===== config.mk =====
export PLATFORM = sky130hd
export DESIGN_NAME = hazard_ctrl_unit
export DESIGN_NICKNAME = d
export VERILOG_FILES = /design/src/rtl/hazard_pkg.sv /design/src/rtl/fwd_prio_match.sv /design/src/rtl/hazard_ctrl_unit.sv
export SDC_FILE = /design/constraint.sdc
export NUM_CORES = 1
export LEC_CHECK = 0
export ABC_AREA = 1
export CAP_MARGIN = 10
export CORE_MARGIN = 2
export CORE_UTILIZATION = 36
export DETAILED_ROUTE_END_ITERATION = 7
export GPL_TIMING_DRIVEN = 0
export PLACE_DENSITY = 0.83
export SLEW_MARGIN = 25
export SYNTH_ARGS = -nofsm -noshare
export SYNTH_HDL_FRONTEND = slang
export SYNTH_SLANG_ARGS = --single-unit

===== constraint.sdc =====
create_clock -name clk -period 2.7 [get_ports clk]
set_input_delay 0.54 -clock clk [delete_from_list [all_inputs] [get_ports clk]]
set_output_delay 0.54 -clock clk [all_outputs]
set_load 0.02 [all_outputs]

===== src/rtl/hazard_pkg.sv =====
// Shared opcode constants and FSM state type for the hazard controller.
package hazard_pkg;

  localparam logic [6:0] OPC_LUI    = 7'b0110111;
  localparam logic [6:0] OPC_AUIPC  = 7'b0010111;
  localparam logic [6:0] OPC_JAL    = 7'b1101111;
  localparam logic [6:0] OPC_OP     = 7'b0110011;
  localparam logic [6:0] OPC_STORE  = 7'b0100011;
  localparam logic [6:0] OPC_BRANCH = 7'b1100011;

  localparam logic [1:0] WB_SEL_MEM = 2'b01;

  typedef enum logic [1:0] {
    RUN        = 2'd0,
    LOAD_STALL = 2'd1,
    FLUSH      = 2'd2
  } haz_state_t;

endpackage


===== src/rtl/fwd_prio_match.sv =====
// Priority match of one decode source register against the older writers;
// the youngest matching stage wins, select is stage index plus one.
module fwd_prio_match #(
  parameter int FWD_DEPTH = 2,
  localparam int SEL_W = $clog2(FWD_DEPTH + 1)
) (
  input  logic [4:0]             rs,
  input  logic                   used,
  input  logic [5*FWD_DEPTH-1:0] wrRd,
  input  logic [FWD_DEPTH-1:0]   wrEn,
  input  logic                   youngIsLoad,
  output logic [SEL_W-1:0]       sel,
  output logic                   loadHit
);

  // Walk oldest to youngest so the last assignment is the youngest match.
  always_comb begin
    sel = '0;
    for (int k = FWD_DEPTH - 1; k >= 0; k--) begin
      if (used && (rs != 5'd0) && wrEn[k] && (wrRd[5*k +: 5] == rs)) begin
        sel = SEL_W'(k + 1);
      end
    end
  end

  assign loadHit = youngIsLoad && (sel == SEL_W'(1));

endmodule


===== src/rtl/hazard_ctrl_unit.sv =====
// Forwarding / load-use stall / branch flush controller with registered outputs.
// Optional saturating performance counters are enabled by defining HAZ_PERF_CNT_EN.
module hazard_ctrl_unit
  import hazard_pkg::*;
#(
  parameter int FWD_DEPTH    = 2,
  parameter int LOAD_LAT     = 1,
  parameter int FLUSH_CYCLES = 1,
  localparam int SEL_W       = $clog2(FWD_DEPTH + 1)
) (
  input  logic                   clk,
  input  logic                   rst_n,
  input  logic                   id_valid,
  input  logic [31:0]            id_instr,
  input  logic [5*FWD_DEPTH-1:0] wr_rd,
  input  logic [FWD_DEPTH-1:0]   wr_en,
  input  logic [FWD_DEPTH-1:0]   wr_is_load,
  input  logic                   br_taken,
  output logic [SEL_W-1:0]       fwd_sel_a,
  output logic [SEL_W-1:0]       fwd_sel_b,
  output logic                   stall,
  output logic                   stall_mw,
  output logic                   flush,
  output haz_state_t             dbgState
`ifdef HAZ_PERF_CNT_EN
  ,
  output logic [31:0]            perf_stall_cnt,
  output logic [31:0]            perf_flush_cnt,
  output logic [31:0]            perf_fwd_cnt
`endif
);

  localparam int CNT_MAX = (LOAD_LAT > FLUSH_CYCLES) ? LOAD_LAT : FLUSH_CYCLES;
  localparam int CNT_W   = $clog2(CNT_MAX + 1);

  logic [6:0] opcode;
  logic [4:0] rs1;
  logic [4:0] rs2;
  logic       useA;
  logic       useB;
  logic       unusedInstr;

  assign opcode      = id_instr[6:0];
  assign rs1         = id_instr[19:15];
  assign rs2         = id_instr[24:20];
  assign unusedInstr = ^{id_instr[31:25], id_instr[14:7], wr_is_load};

  assign useA = id_valid && !((opcode == OPC_LUI) || (opcode == OPC_AUIPC) ||
                              (opcode == OPC_JAL));
  assign useB = id_valid && ((opcode == OPC_OP) || (opcode == OPC_STORE) ||
                             (opcode == OPC_BRANCH));

  logic [SEL_W-1:0] selA;
  logic [SEL_W-1:0] selB;
  logic             loadHitA;
  logic             loadHitB;
  logic             loadUse;

  fwd_prio_match #(.FWD_DEPTH(FWD_DEPTH)) u_match_a (
    .rs          (rs1),
    .used        (useA),
    .wrRd        (wr_rd),
    .wrEn        (wr_en),
    .youngIsLoad (wr_is_load[0]),
    .sel         (selA),
    .loadHit     (loadHitA)
  );

  fwd_prio_match #(.FWD_DEPTH(FWD_DEPTH)) u_match_b (
    .rs          (rs2),
    .used        (useB),
    .wrRd        (wr_rd),
    .wrEn        (wr_en),
    .youngIsLoad (wr_is_load[0]),
    .sel         (selB),
    .loadHit     (loadHitB)
  );

  assign loadUse = loadHitA || loadHitB;

  haz_state_t       state, stateNext;
  logic [CNT_W-1:0] stallCnt, stallCntNext;
  logic [CNT_W-1:0] flushCnt, flushCntNext;
  logic [SEL_W-1:0] selAQ, selANext;
  logic [SEL_W-1:0] selBQ, selBNext;
  logic             stallQ, stallNext;
  logic             flushQ, flushNext;

  always_ff @(posedge clk or negedge rst_n) begin
    if (!rst_n) begin
      state    <= RUN;
      stallCnt <= '0;
      flushCnt <= '0;
      selAQ    <= '0;
      selBQ    <= '0;
      stallQ   <= 1'b0;
      flushQ   <= 1'b0;
    end else begin
      state    <= stateNext;
      stallCnt <= stallCntNext;
      flushCnt <= flushCntNext;
      selAQ    <= selANext;
      selBQ    <= selBNext;
      stallQ   <= stallNext;
      flushQ   <= flushNext;
    end
  end

  // Each branch computes the output values that become visible after this edge.
  // A branch always wins; counters leave their state once they would hit zero.
  always_comb begin
    stateNext    = state;
    stallCntNext = stallCnt;
    flushCntNext = flushCnt;
    selANext     = '0;
    selBNext     = '0;
    stallNext    = 1'b0;
    flushNext    = 1'b0;
    if (br_taken) begin
      stateNext    = FLUSH;
      flushCntNext = CNT_W'(FLUSH_CYCLES);
      stallCntNext = '0;
      flushNext    = 1'b1;
    end else begin
      case (state)
        RUN: begin
          if (loadUse) begin
            stateNext    = LOAD_STALL;
            stallCntNext = CNT_W'(LOAD_LAT);
            stallNext    = 1'b1;
          end else begin
            selANext = selA;
            selBNext = selB;
          end
        end
        LOAD_STALL: begin
          if (stallCnt <= CNT_W'(1)) begin
            stateNext    = RUN;
            stallCntNext = '0;
            selANext     = selA;
            selBNext     = selB;
          end else begin
            stallCntNext = stallCnt - CNT_W'(1);
            stallNext    = 1'b1;
          end
        end
        FLUSH: begin
          if (flushCnt <= CNT_W'(1)) begin
            stateNext    = RUN;
            flushCntNext = '0;
            selANext     = selA;
            selBNext     = selB;
          end else begin
            flushCntNext = flushCnt - CNT_W'(1);
            flushNext    = 1'b1;
          end
        end
        default: begin
          stateNext    = RUN;
          stallCntNext = '0;
          flushCntNext = '0;
        end
      endcase
    end
  end

  assign fwd_sel_a = selAQ;
  assign fwd_sel_b = selBQ;
  assign stall     = stallQ;
  assign stall_mw  = stallQ;
  assign flush     = flushQ;
  assign dbgState  = state;

`ifdef HAZ_PERF_CNT_EN
  always_ff @(posedge clk or negedge rst_n) begin
    if (!rst_n) begin
      perf_stall_cnt <= '0;
      perf_flush_cnt <= '0;
      perf_fwd_cnt   <= '0;
    end else begin
      if (stallQ && (perf_stall_cnt != 32'hFFFF_FFFF)) begin
        perf_stall_cnt <= perf_stall_cnt + 32'd1;
      end
      if (flushQ && (perf_flush_cnt != 32'hFFFF_FFFF)) begin
        perf_flush_cnt <= perf_flush_cnt + 32'd1;
      end
      if (((selAQ != '0) || (selBQ != '0)) && (perf_fwd_cnt != 32'hFFFF_FFFF)) begin
        perf_fwd_cnt <= perf_fwd_cnt + 32'd1;
      end
    end
  end
`endif

endmodule


==> impl_metrics.tcl, run 1 <==
set metrics [dict create \
    grt_antenna_before_repair 0 \
    drv_slew 0 \
    synthArstFlopShare 1.00 \
    netSwitchingFraction 0.278 \
    finalSetupViolations 0 \
    routed_via_density 4.36 \
    ir_drop_uv 131 \
    relSlewSlack 0.781 \
    hold_viol 0 \
    seqPwrFrac 0.362 \
    power.density_mw_per_mm2 271 \
    cts_inserted_buffers 3 \
    synth-seq-cells 8 \
    area_growth_pct 62.0 \
    start_kind "flop" \
    status "completed" \
    cp-end-kind "output port" \
    synth_top_flop_cell "dfrtp_1" \
    ctsHoldBuffers 0 \
    final_nets 227 \
    power_w 0.000338 \
    layout_min_cycle_time_ps 1810 \
    yosysSeqAreaShare 0.260 \
    tightest_slew_ps 327 \
    route.detailed.drc 0 \
    vias 881 \
    coreArea_mm2 0.00198 \
    yosysWarnings 0 \
    cts_root_buf "clkbuf_4" \
    cp.required_ps 2160 \
    worstPathArrival_ps 1270 \
    io_pins 59 \
    die_h_um 50.2 \
    synth_fp_nets 180 \
    finalCritPeriodShare 0.669 \
    worstPathMaxFanout 2 \
    rows 16 \
    layout-drive-gt1-share 0.0971 \
    maxCapViolations 0 \
    tns_ps 0 \
    clk_path_buf_depth 2 \
    initial_core_util 0.388 \
    grt_max_degree 9 \
    p_leak_nw 0.611 \
    insertion_delay_ps 240 \
    synth_cell_types 20 \
    first_pass_iters 3 \
    avgRoutedWirePerCell_um 9.50 \
    die_area_mm2 0.00252 \
    p_clk_frac 0.250 \
    syn_area_um2 769 \
    syn_inst 130 \
    hp-class "in2async" \
    combPwrFrac 0.388 \
    cts_tree "built" \
    p_int_w 0.000244 \
    grt_pass1_vias 862 \
    grt_setup_unrepaired "false" \
    grt-ovfl-total 0 \
    grt_pass1_wl_mm 3.40 \
    gp_congestion 0.806 \
    htree_levels 1 \
    synth_edf_count 0 \
    io_buffers 42 \
    hpwl_mm 1.76 \
    routed_wl_mm 1.92 \
    avgSynthCellArea_um2 5.92 \
    p_switching_w 0.0000940 \
    cts_resized 0 \
    track_usage 0.175 \
    cts_setup_buffers 0 \
    fin_skew_ps 0.0526 \
    drtAntennaViolNets 0 \
    antenna_cells 0 \
    drt_iter0_drc 5 \
    fmax_mhz 553 \
    floorplan.die.width_um 50.2 \
    path_class "reg2out" \
    cts.sinks 8 \
    clkSlewWorstSetupHoldPaths_ps 50 \
]
[layout by cell type, fill, tap and decap left out, types with 3 or more instances in the layout]
cell type / n
clkbuf_4: 3
nand3_1: 12
nor2_1: 23
xor2_1: 4
inv_1: 16
nor2_2: 4
nand2_1: 38
xnor2_1: 6
clkdlybuf4s50_1: 42
inv_2: 4
dfrtp_1: 8
nand2_2: 3
[sequential cells by signal (all words and copies together), names as in the netlist]
name,count
dbgState,2
fwd_sel_a,2
stall,1
flush,1
fwd_sel_b,2
[through the flow]
| stage | std cells | hold WS [ps] | instance area, um2 | setup slack, ps | util |
|---|---|---|---|---|---|
| 3_3_place_gp | 199 | 659 | 1220 | 777 | 0.617 |
| 2_1_floorplan | 130 | 244 | 769 | 1460 | - |
| 5_1_grt | 202 | 583 | 1250 | 838 | 0.629 |
| 4_1_cts | 202 | 562 | 1250 | 877 | 0.629 |
| 3_5_place_dp | 199 | 680 | 1220 | 741 | 0.617 |
| 6_report | 202 | 560 | 1250 | 892 | 0.629 |
[worst paths after layout]
path | startpoint | to | slack [ps] | cells past startpoint
min | rst_n | fwd_sel_a[1] | 560 | 1
max | stall | stall_mw | 890 | 2
min reg2reg | dbgState[0] | dbgState[0] | 680 | 5
max in group asynchronous | rst_n | stall | 1900 | 1
min in group clk | dbgState[0] | dbgState[0] | 680 | 5
max reg2reg | dbgState[0] | fwd_sel_a[1] | 1590 | 7
[power groups by stage]
stage / clock network (W) / logic [W] / registers (W)
after global routing: 0.0000937 / 0.000146 / 0.000123
after floorplan: 0 / 0.0000541 / 0.000127
final: 0.0000844 / 0.000131 / 0.000123
after detailed placement: 0 / 0.000132 / 0.000124
after global placement: 0 / 0.000130 / 0.000124
after CTS: 0.0000891 / 0.000132 / 0.000122
[final cells by class]
type	count	area, um2
sequential	8	200
clock buffer	3	22.5
tap	27	33.8
multi-input combinational	100	483
timing repair buffer	42	420
buffer	2	11.3
fill	175	736
inverter	20	75.1
[critical path, cell delays in order, from the launching register on]
cell and delay [ps]:
dfrtp_1 340, buf_4 100, clkdlybuf4s50_1 590
[synth_stat cells, drive strengths merged (2+ instances only)]
master,number,share of area
o21ai,2,0.013
nand2,41,0.21
xor2,4,0.046
dfrtp,8,0.26
a21oi,2,0.013
nand3,13,0.091
nor2,27,0.14
xnor2,6,0.068
inv,20,0.098
[routing by layer]
| metal | part of all wire | global-route usage |
|---|---|---|
| met1 | 0.42 | 0.191 |
| met4 | 0 | 0.0694 |
| met2 | 0.52 | 0.336 |
| met3 | 0.052 | 0.0208 |
| met5 | 0 | 0 |
[cells by family (layout without fill, tap and decap cells)]
kind of cell    count (synthesis)  after routing  share of synthesized area
flops                           8              8                      0.260
simple gates                   84             84                      0.468
compound gates                  6              6                     0.0455
buf+inv                        22             67                      0.112
xor+xnor                       10             10                      0.114
Note: power is estimated with default switching activity, not from simulation.
==> run 2: changes to the inputs <==
--- a/config.mk
+++ b/config.mk
@@ -8,10 +8,10 @@
 export ABC_AREA = 1
 export CAP_MARGIN = 10
 export CORE_MARGIN = 2
-export CORE_UTILIZATION = 36
+export CORE_UTILIZATION = 33
 export DETAILED_ROUTE_END_ITERATION = 7
 export GPL_TIMING_DRIVEN = 0
-export PLACE_DENSITY = 0.83
+export PLACE_DENSITY = 0.77
 export SLEW_MARGIN = 25
 export SYNTH_ARGS = -nofsm -noshare
 export SYNTH_HDL_FRONTEND = slang
==> constraint.sdc (replaced) <==
create_clock -name clk -period 1.8 [get_ports clk]
set_input_delay 0.36 -clock clk [delete_from_list [all_inputs] [get_ports clk]]
set_output_delay 0.36 -clock clk [all_outputs]
set_load 0.02 [all_outputs]
==> run 2 against run 1 <==
Compared with the run above:
- die area grew 8.4%
- sequential power is 50% higher
- flip-flop and latch count did not move
- combinational power is 50% higher
- global-route usage down 1.6 points
- power increased by 51%
- clock power grew 53%
- non-clock buffer count did not move
- clock skew is 0.94 ps higher
- worst setup slack worse by 720 ps
- first-iteration DRC count up 40%
- highest routed layer is now met4
- critical path depth stayed put
==> impl_metrics.tcl, run 2 (same netlist as run 1, synthesis figures left out) <==
set metrics [dict create \
    coreArea_mm2 0.00221 \
    rows 17 \
    final_cell_mix "clkdlybuf4s50_1, nand2_1, nor2_1, inv_1, nand3_1" \
    track_usage 0.159 \
    htree_levels 1 \
    start_kind "flop" \
    tightest_slew_ps 317 \
    vias 908 \
    final_nets 227 \
    finalSetupViolations 0 \
    grt-ovfl-total 0 \
    path_buf_inv 2 \
    routed_wl_mm 1.96 \
    cp.required_ps 1440 \
    grt_setup_unrepaired "false" \
    fin_skew_ps 0.991 \
    die_area_mm2 0.00273 \
    route.detailed.drc 0 \
    grt_pass1_vias 860 \
    ir_drop_uv 271 \
    cts_resized 0 \
    cts_inserted_buffers 3 \
    layout_setup_ws_ps 170 \
    slowest_stage "clkdlybuf4s50_1" \
    floorplan.die.width_um 52.3 \
    layout_commonest_cell "clkdlybuf4s50_1" \
    crit_family "buffers and inverters" \
    slowest_delay_ps 590 \
    finalCritPeriodShare 0.905 \
    io_pins 59 \
    routed_via_density 4.47 \
    path_class "reg2out" \
    p_leak_nw 0.611 \
    cts_root_buf "clkbuf_4" \
    insertion_delay_ps 250 \
    combPwrFrac 0.386 \
    place_ws_ps 43.8 \
    cp_cell_sequence "buf_4 -> clkdlybuf4s50_1" \
    cp-end-kind "output port" \
    p_switching_w 0.000144 \
    drv_slew 0 \
    antenna_cells 0 \
    netSwitchingFraction 0.282 \
    hp-class "in2async" \
    relSlewSlack 0.788 \
    gp_congestion 0.833 \
    first_pass_iters 4 \
    r2r_cells 7 \
    status "completed" \
    tns_ps 0 \
    layout_min_cycle_time_ps 1630 \
    hold_viol 0 \
    fmax_mhz 614 \
    seqPwrFrac 0.360 \
    drt_iter0_drc 7 \
    hpwl_mm 1.80 \
    area_growth_pct 62.1 \
    drtAntennaViolNets 0 \
    p_int_w 0.000366 \
    cts_setup_buffers 0 \
    avgRoutedWirePerCell_um 9.65 \
    worstPathArrival_ps 1270 \
    maxCapViolations 0 \
    cts.sinks 8 \
    die_h_um 52.3 \
    placed_cell_area_mm2 0.00122 \
    clk_path_buf_depth 2 \
    io_buffers 42 \
    worstPathMaxFanout 2 \
    grt_pass1_wl_mm 3.18 \
    clkSlewWorstSetupHoldPaths_ps 50 \
    power_w 0.000510 \
    postLayoutCoreUtil 0.564 \
    grt_antenna_before_repair 0 \
    ctsHoldBuffers 0 \
    initial_core_util 0.348 \
    fin_area_mm2 0.00125 \
    layout-drive-gt1-share 0.0971 \
    cts_tree "built" \
    p_clk_frac 0.254 \
    power.density_mw_per_mm2 409 \
    grt_max_degree 9 \
    worst-path-stages 2 \
]
[run 2: through the flow]
| stage | hold slack, ps | instances |
|---|---|---|
| final | 368 | 203 |
| after global routing | 375 | 203 |
| after CTS | 371 | 203 |
| after detailed placement | 644 | 200 |
| after global placement | 645 | 200 |
| after floorplan | 64.4 | 130 |
[run 2: area by class of cell]
class                      count  area (um2)
buffer                         2        11.3
clock buffer                   3        22.5
fill                         230         965
inverter                      20        75.1
multi-input combinational    100         483
sequential                     8         200
tap                           28        35.0
timing repair buffer          42         420
[run 2: worst register-to-register path, delay by kind of cell, from the launching register on]
kind                   cells  cell delay (ps)
and+or+nand+nor            4              370
AOI/OAI and AO/OA          2              220
DFF                        1              370
buffers and inverters      1               70
[run 2: path summary, 6_finish.rpt]
path	start	end	slack, ps
setup / recovery	stall	stall_mw	170
hold / removal	rst_n	fwd_sel_a[0]	370
setup reg to reg	dbgState[0]	fwd_sel_b[1]	700
hold reg to reg	dbgState[0]	stall	680
max in group asynchronous	rst_n	dbgState[0]	1190
min in group clk	br_taken	flush	660
[run 2: metal layers]
layer,wire (um),GRT usage,vias up
li1,-,-,483
met1,754,0.151,387
met2,1010,0.308,34
met3,155,0.0343,4
met4,39,0.0897,0
met5,0,0,-
[run 2: power by group through the flow]
stage / clock network (W) / logic [W] / registers (W)
floorplan: 0 / 0.0000811 / 0.000190
global placement: 0 / 0.000194 / 0.000187
detailed placement: 0 / 0.000197 / 0.000187
CTS: 0.000136 / 0.000198 / 0.000184
global route: 0.000154 / 0.000218 / 0.000183
finish: 0.000129 / 0.000197 / 0.000184
